File: src/rtl/keypad_event_decoder.sv
// Keypad event decoder: debounces sticky scanner key codes and emits one event per press.
// Define KEY_EVENT_FIFO_EN for a 4-entry first-word-fall-through event FIFO; otherwise one output register.
module keypad_event_decoder #(
    parameter int unsigned DEBOUNCE_CYCLES = 200,
    parameter int unsigned RELEASE_CYCLES  = 200
) (
    input  logic       clk,
    input  logic       rst,
    input  logic [7:0] key_code,
    input  logic [3:0] col_n,
    output logic       ev_valid,
    output logic [3:0] ev_key,
    input  logic       ev_ready,
    output logic       key_held,
    output logic       overflow
);
`ifdef KEY_EVENT_FIFO_EN
    localparam int unsigned DEPTH = 4;
`else
    localparam int unsigned DEPTH = 1;
`endif
    localparam int unsigned CNT_W = 16;

    typedef enum logic [1:0] {IDLE, DEBOUNCE, PRESSED} state_e;

    state_e           state_q, state_d;
    logic [CNT_W-1:0] db_cnt_q, db_cnt_d;
    logic [CNT_W-1:0] idle_cnt_q, idle_cnt_d;
    logic [7:0]       cand_q, cand_d;
    logic [3:0]       slot_q [DEPTH];
    logic [3:0]       slot_d [DEPTH];
    logic [DEPTH-1:0] vld_q, vld_d;
    logic             held_q, held_d;
    logic             ovf_q, ovf_d;

    logic code_ok, col_active, released, push, pop, full, placed;

    function automatic logic is_onehot4(input logic [3:0] v);
        return (v != 4'd0) && ((v & (v - 4'd1)) == 4'd0);
    endfunction

    // Key index = row*4 + col, with bit7 = row0 and bit3 = col0.
    function automatic logic [3:0] key_index(input logic [7:0] code);
        logic [1:0] row;
        logic [1:0] col;
        unique case (code[7:4])
            4'b0100: row = 2'd1;
            4'b0010: row = 2'd2;
            4'b0001: row = 2'd3;
            default: row = 2'd0;
        endcase
        unique case (code[3:0])
            4'b0100: col = 2'd1;
            4'b0010: col = 2'd2;
            4'b0001: col = 2'd3;
            default: col = 2'd0;
        endcase
        return {row, col};
    endfunction

    // Press/release FSM plus idle-column release counter.
    always_comb begin
        state_d    = state_q;
        db_cnt_d   = db_cnt_q;
        cand_d     = cand_q;
        push       = 1'b0;
        code_ok    = is_onehot4(key_code[7:4]) && is_onehot4(key_code[3:0]);
        col_active = (col_n != 4'hF);
        released   = (idle_cnt_q == CNT_W'(RELEASE_CYCLES));
        idle_cnt_d = col_active ? '0 : (released ? idle_cnt_q : idle_cnt_q + CNT_W'(1));

        unique case (state_q)
            IDLE: begin
                if (col_active && code_ok) begin
                    cand_d   = key_code;
                    db_cnt_d = CNT_W'(1);
                    if (DEBOUNCE_CYCLES == 32'd1) begin
                        push    = 1'b1;
                        state_d = PRESSED;
                    end else begin
                        state_d = DEBOUNCE;
                    end
                end
            end
            DEBOUNCE: begin
                if (!code_ok || (key_code != cand_q) || released) begin
                    state_d  = IDLE;
                    db_cnt_d = '0;
                end else begin
                    db_cnt_d = db_cnt_q + CNT_W'(1);
                    if (db_cnt_d == CNT_W'(DEBOUNCE_CYCLES)) begin
                        push    = 1'b1;
                        state_d = PRESSED;
                    end
                end
            end
            PRESSED: begin
                if (released) begin
                    state_d  = IDLE;
                    db_cnt_d = '0;
                end else if (code_ok && (key_code != cand_q)) begin
                    // Rollover to a new key restarts the debounce on it.
                    cand_d   = key_code;
                    db_cnt_d = CNT_W'(1);
                    if (DEBOUNCE_CYCLES == 32'd1) begin
                        push = 1'b1;
                    end else begin
                        state_d = DEBOUNCE;
                    end
                end
            end
            default: begin
                state_d  = IDLE;
                db_cnt_d = '0;
            end
        endcase

        held_d = (state_d == PRESSED);
    end

    // Shift-register event storage: slot 0 is the head presented on ev_key.
    always_comb begin
        slot_d = slot_q;
        vld_d  = vld_q;
        pop    = vld_q[0] && ev_ready;
        full   = vld_q[DEPTH-1];
        placed = 1'b0;
        if (pop) begin
            for (int unsigned i = 0; i + 1 < DEPTH; i++) begin
                slot_d[i] = slot_q[i+1];
                vld_d[i]  = vld_q[i+1];
            end
            slot_d[DEPTH-1] = '0;
            vld_d[DEPTH-1]  = 1'b0;
        end
        ovf_d = push && full && !pop;
        if (push && !ovf_d) begin
            for (int unsigned i = 0; i < DEPTH; i++) begin
                if (!vld_d[i] && !placed) begin
                    slot_d[i] = key_index(cand_d);
                    vld_d[i]  = 1'b1;
                    placed    = 1'b1;
                end
            end
        end
    end

    always_ff @(posedge clk) begin
        if (rst) begin
            state_q    <= IDLE;
            db_cnt_q   <= '0;
            idle_cnt_q <= '0;
            cand_q     <= '0;
            slot_q     <= '{default: '0};
            vld_q      <= '0;
            held_q     <= 1'b0;
            ovf_q      <= 1'b0;
        end else begin
            state_q    <= state_d;
            db_cnt_q   <= db_cnt_d;
            idle_cnt_q <= idle_cnt_d;
            cand_q     <= cand_d;
            slot_q     <= slot_d;
            vld_q      <= vld_d;
            held_q     <= held_d;
            ovf_q      <= ovf_d;
        end
    end

    assign ev_valid = vld_q[0];
    assign ev_key   = slot_q[0];
    assign key_held = held_q;
    assign overflow = ovf_q;

endmodule

File: config.mk
export PLATFORM = sky130hd
export DESIGN_NAME = keypad_event_decoder
export DESIGN_NICKNAME = d
export VERILOG_FILES = /design/src/rtl/keypad_event_decoder.sv
export SDC_FILE = /design/constraint.sdc
export NUM_CORES = 1
export LEC_CHECK = 0
export ABC_AREA = 1
export CAP_MARGIN = 20
export CELL_PAD_IN_SITES_DETAIL_PLACEMENT = 0
export CELL_PAD_IN_SITES_GLOBAL_PLACEMENT = 1
export CORE_MARGIN = 2
export CORE_UTILIZATION = 40
export DETAILED_ROUTE_END_ITERATION = 16
export PLACE_DENSITY_LB_ADDON = 0.1
export SLEW_MARGIN = 10
export SYNTH_ARGS = -nofsm -noshare
export SYNTH_HDL_FRONTEND = slang
export SYNTH_SLANG_ARGS = --single-unit
File: constraint.sdc
create_clock -name clk -period 2.6 [get_ports clk]
set_input_delay 0.52 -clock clk [delete_from_list [all_inputs] [get_ports clk]]
set_output_delay 0.52 -clock clk [all_outputs]
set_load 0.01 [all_outputs]
# [After elaboration in Yosys (flattened, before gate mapping)]
# Cells that the tools add are included.
[word_totals] inputBits=15 output_inout_bits=7 register_bits=49
[op_classes] n_reduce_logical=21 mux=25 addsub=4 eq_ne=15 bitwise=2
[ops] operator="2-to-1 mux 16 bit" n=4
[ops] operator="case mux 16 bit (3 select lines)" n=1
[ops] operator="adder 16 x 1 -> 16 bit, second input constant" n=2
[ops] operator="== test 16 x 8 -> 1 bit, second input constant" n=2
[ops] operator="2-to-1 mux 8 bit" n=3
[ops] operator="case mux 2 bit (3 select lines)" n=3
[ops] operator="case mux 8 bit (2 select lines)" n=1
[ops] operator="2-to-1 mux 4 bit" n=3
[ops] operator="2-to-1 mux 2 bit" n=5
[ops] operator="logical AND 1 bit" n=9
[ops] operator="AND 4 bit" n=2
[ops] operator="== test 4 x 1 -> 1 bit, second input constant" n=2
[ops] operator="== test 4 x 2 -> 1 bit, second input constant" n=2
[ops] operator="== test 4 x 3 -> 1 bit, second input constant" n=2
[ops] operator="logical NOT 4 bit" n=2
[ops] operator="!= test 8 bit" n=1
[ops] operator="nonzero test 4 bit" n=2
[ops] operator="subtractor 4 x 1 -> 4 bit, second input constant" n=2
[ops] operator="2-to-1 mux 1 bit" n=5
[ops] operator="== test 2 bit, second input constant" n=2
[ops] operator="!= test 4 bit, second input constant" n=1
[ops] operator="logical NOT 1 bit" n=3
[ops] operator="!= test 3 bit, second input constant" n=1
[ops] operator="== test 2 x 1 -> 1 bit, second input constant" n=1
[ops] operator="5 further kinds" n=6

# [Logic depth before layout (Yosys ltp)]
[depth] word_depth=15 mapped_depth=17 depth_no_buf=16

# [Worst setup path after synthesis]
# OpenSTA, ideal clock, no wires.
[synth_timing] path_type="input to register" from="input port key_code[1]" to="register slot_q, in the netlist ev_key[2]" cell_stages=16 path_buffers=1 path_slack_ns=0.794 setup_time_ns=0.056 t_arrival_ns=1.750 path_cell_list="inv_1 nand2_1 nand2_1 nand3_1 nor2_4 buf_6 nand3_4 nand2_2 nand2_1 nand2_2 inv_2 nor2_1 nand2_1 nand3_1 nand2_1 inv_1"
[synth_between] elab_chain_cells=15
[synth_rtl] item="start: declaration" line_no="9" source="input logic [7:0] key_code,"
[synth_rtl] item="parallel branches: the longest is 14 deep, another holds subtractor 4 x 1 -> 4 bit"
[synth_rtl] item="2-to-1 mux 4 bit *" line_no="137" source="if (push && !ovf_d) begin"
[synth_rtl] item="end signal: assignment" line_no="163" source="slot_q <= slot_d;"
[synth_rtl] item="end: declaration" line_no="30" source="logic [3:0] slot_q [DEPTH];"
# Every way passes the cells marked *.
# A chain may end at the register's enable or synchronous reset.

# [Worst setup path in the final report]
[layout_timing] from="input port key_code[0]" to="register slot_q, in the netlist ev_key[2]"
# The elaborated chain is that of the path after synthesis.

==> results.py <==
metrics = {
    "timing": {
        "setup_viol_count_final": 0,
        "max_freq_ghz": 0.430,
        "finalCritPeriodShare": 0.894,
        "skew_ns": 0.00864,
        "rsz0062_at_grt": "no",
        "hold_viol": 0,
        "hold_ws_ns": 0.482,
        "tightest_slew_ns": 0.483,
        "fin_crit_ns": 2.32,
        "slew_viol_final": 0,
        "max-slew-margin-rel": 0.677,
    },
    "critical_path": {
        "arrival_ns": 2.59,
        "worst_ep_required_time_ns": 2.86,
        "start_kind": "input port",
        "worst_setup_path_end_kind": "flop",
        "path_max_fanout": 5,
        "slowest_stage": "clkdlybuf4s50_1",
        "path_delay_family": "simple AND/OR/NAND/NOR gates",
        "crit_chain": "clkdlybuf4s50_1, inv_1, nand2_1, nand2_1, nand3_1, nor2_4, buf_4, nand3_4, nand2_2, nand2_1, nand2_1, nand2_1, nor2_1, nand2_1, nand3_1, nand2_1, inv_1",
        "critPathMaxStageDelay_ns": 0.52,
        "crit_type": "in -> reg",
        "worst-path-buf-inv": 4,
        "cp_common_cell": "nand2_1",
    },
    "global_route": {
        "grt_max_degree": 33,
        "grt_usage": 0.190,
        "grt-busiest-layer": "met2",
        "grt.overflow.total": 0,
        "met2_usage": 0.300,
        "grt_pass1_wl_microns": 13200,
        "grt_pass1_vias": 2855,
        "met1_usage": 0.268,
        "use_met3": 0.0322,
        "antenna_found_initial": 0,
    },
    "logic_synthesis": {
        "synthMuxAreaShare": 0,
        "ys_seq_area_frac": 0.309,
        "yosys.area_share.simple": 0.465,
        "synth_top_area_cell": "dfxtp_1",
        "netlist_top_cells_area": "dfxtp_1 31%, nand2_1 17%, nor2_1 7.1%, inv_1 6.7%, a21oi_1 6.1%",
        "ys_seq_elements": 49,
        "avgSynthCellArea_sq_um": 6.37,
        "synth-compound-area-share": 0.101,
        "synth-xor-area-share": 0.0220,
        "synth_top_cell_area_share": 0.309,
        "syn_inst": 499,
        "syn-num-nets": 517,
        "synth_top_family_by_area": "simple AND/OR/NAND/NOR gates",
        "yosysWarningCount": 0,
        "synthAdderAreaFrac": 0.0118,
        "syn-cell-area_sq_um": 3180,
        "synth_cell_types": 38,
    },
    "die": {
        "start_util": 0.411,
        "dieArea_sq_um": 8670,
        "dieHeight_microns": 93.1,
        "die_w_microns": 93.1,
        "core_sq_um": 7730,
        "num_rows": 32,
        "top_level_ports": 22,
    },
    "power_and_ir_drop": {
        "power.density_nw_per_um2": 378,
        "ir_worst_vdd_mv": 0.191,
        "power_mw": 1.39,
        "leakage_nw": 1.46,
    },
    "flow_run": {
        "maxCapViolations": 0,
    },
    "drt": {
        "via_per_inst": 4.83,
        "firstDrtPassIters": 4,
        "drt_first_iter_violations": 147,
        "drc": 0,
        "wire_per_inst_microns": 12.0,
        "route.vias.total": 3068,
        "drtAntennaViolNets": 0,
        "postRouteWirelength_microns": 7620,
    },
    "run_status": {
        "status": "completed",
    },
    "placed_design": {
        "gp_congestion": 0.861,
        "hpwl_microns": 6020,
        "io_buffer_count": 21,
    },
    "cts": {
        "hold_buffers": 0,
        "cts_buffers": 5,
        "cts_resized": 0,
        "clk_path_buf_depth": 2,
        "clk_root_buffer_cell": "clkbuf_8",
        "worstSkewPairLatency_ns": 0.31,
        "clk_pin_slew_worst_paths_ns": 0.10,
        "cts_sinks": 49,
        "htreeDepth": 2,
        "post_cts_buffers": 0,
        "cts_tree": "done",
    },
    "finish": {
        "n_antenna_cell": 0,
        "final_common_cell": "nand2_1",
        "mostFrequentLayoutCells": "144 x nand2_1, 60 x nor2_1, 57 x inv_1, 49 x dfxtp_1, 39 x a21oi_1",
        "drive_gt1_frac": 0.131,
        "finalNetCount": 550,
        "fin_util": 0.477,
        "areaGrowthSynthToFinish_pct": 15.9,
    },
    "min_path": {
        "hold_path_class": "reg -> reg",
    },
}
-- flip-flops by register name, indices dropped and copies added, names as in the netlist --
signal and flops:
cand_q 8, ev_key 4, ev_valid 1, overflow 1, state_q 2, key_held 1
idle_cnt_q 16, db_cnt_q 16
-- synthesized netlist by cell type (all sizes together) --
master  instances
a21boi          2
a21oi          40
a22oi           1
and2            1
buf             4
clkbuf          4
clkinv          1
dfxtp          49
ha              3
inv            66
nand2         162
nand3          42
nand3b          3
nand4          13
nor2           71
nor3            4
nor3b           2
nor4            5
o21a            1
o21ai          12
o21bai          3
or2             1
or4             1
xnor2           7
xor2            1
-- through the flow --
step,worst slack [ns],setup TNS [ns],instance area (sq um),instances
after floorplan,0.794,0,3180,499
after global placement,-0.136,-0.205,3580,627
after detailed placement,-0.0299,-0.0522,3580,627
after CTS,0.294,0,3680,635
after global routing,0.0352,0,3680,635
final,0.275,0,3680,635
-- path summary, 6_finish.rpt --
path / startpoint / end / slack, ns / cells after the start
worst max-delay path: key_code[0] / ev_key[2] / 0.28 / 17
worst min-delay path: db_cnt_q[15] / db_cnt_q[15] / 0.48 / 2
worst max register to register: db_cnt_q[0] / ev_key[1] / 0.52 / 11
worst min register to register: db_cnt_q[15] / db_cnt_q[15] / 0.48 / 2
-- routing by layer --
metal  share of wire  vias to the layer above
met5               0                        -
met4           0.014                        0
met2            0.42                       48
li1                -                     1661
met1            0.53                     1349
met3           0.035                       10
-- cells by family after synthesis --
| family | after synthesis |
|---|---|
| buf+inv | 75 |
| flops | 49 |
| fa+ha+maj | 3 |
| compound gates | 59 |
| simple gates | 305 |
| xor+xnor | 8 |
-- layout make-up --
| type | instances | area, sq um |
|---|---|---|
| repair buffers | 34 | 320 |
| inverters | 67 | 251 |
| well taps | 102 | 128 |
| flip-flops and latches | 49 | 981 |
| clock inverters | 2 | 17.5 |
| multi-input cells | 375 | 1900 |
| clock buffers | 6 | 82.6 |
| fillers | 796 | 4040 |
-- power by group --
part / internal [mW] / leakage, nW / switching, mW
registers: 0.755 / 0.395 / 0.00623
logic: 0.0590 / 1.02 / 0.0746
clock network: 0.221 / 0.0518 / 0.275
total: 1.04 / 1.46 / 0.356
-- worst min-delay path: cells and delay by family, from the launching register on --
kind               cells  cell delay, ns
AOI/OAI and AO/OA      1            0.05
DFF                    1            0.33
and+or+nand+nor        1            0.06
(Power assumes the default switching activity.)
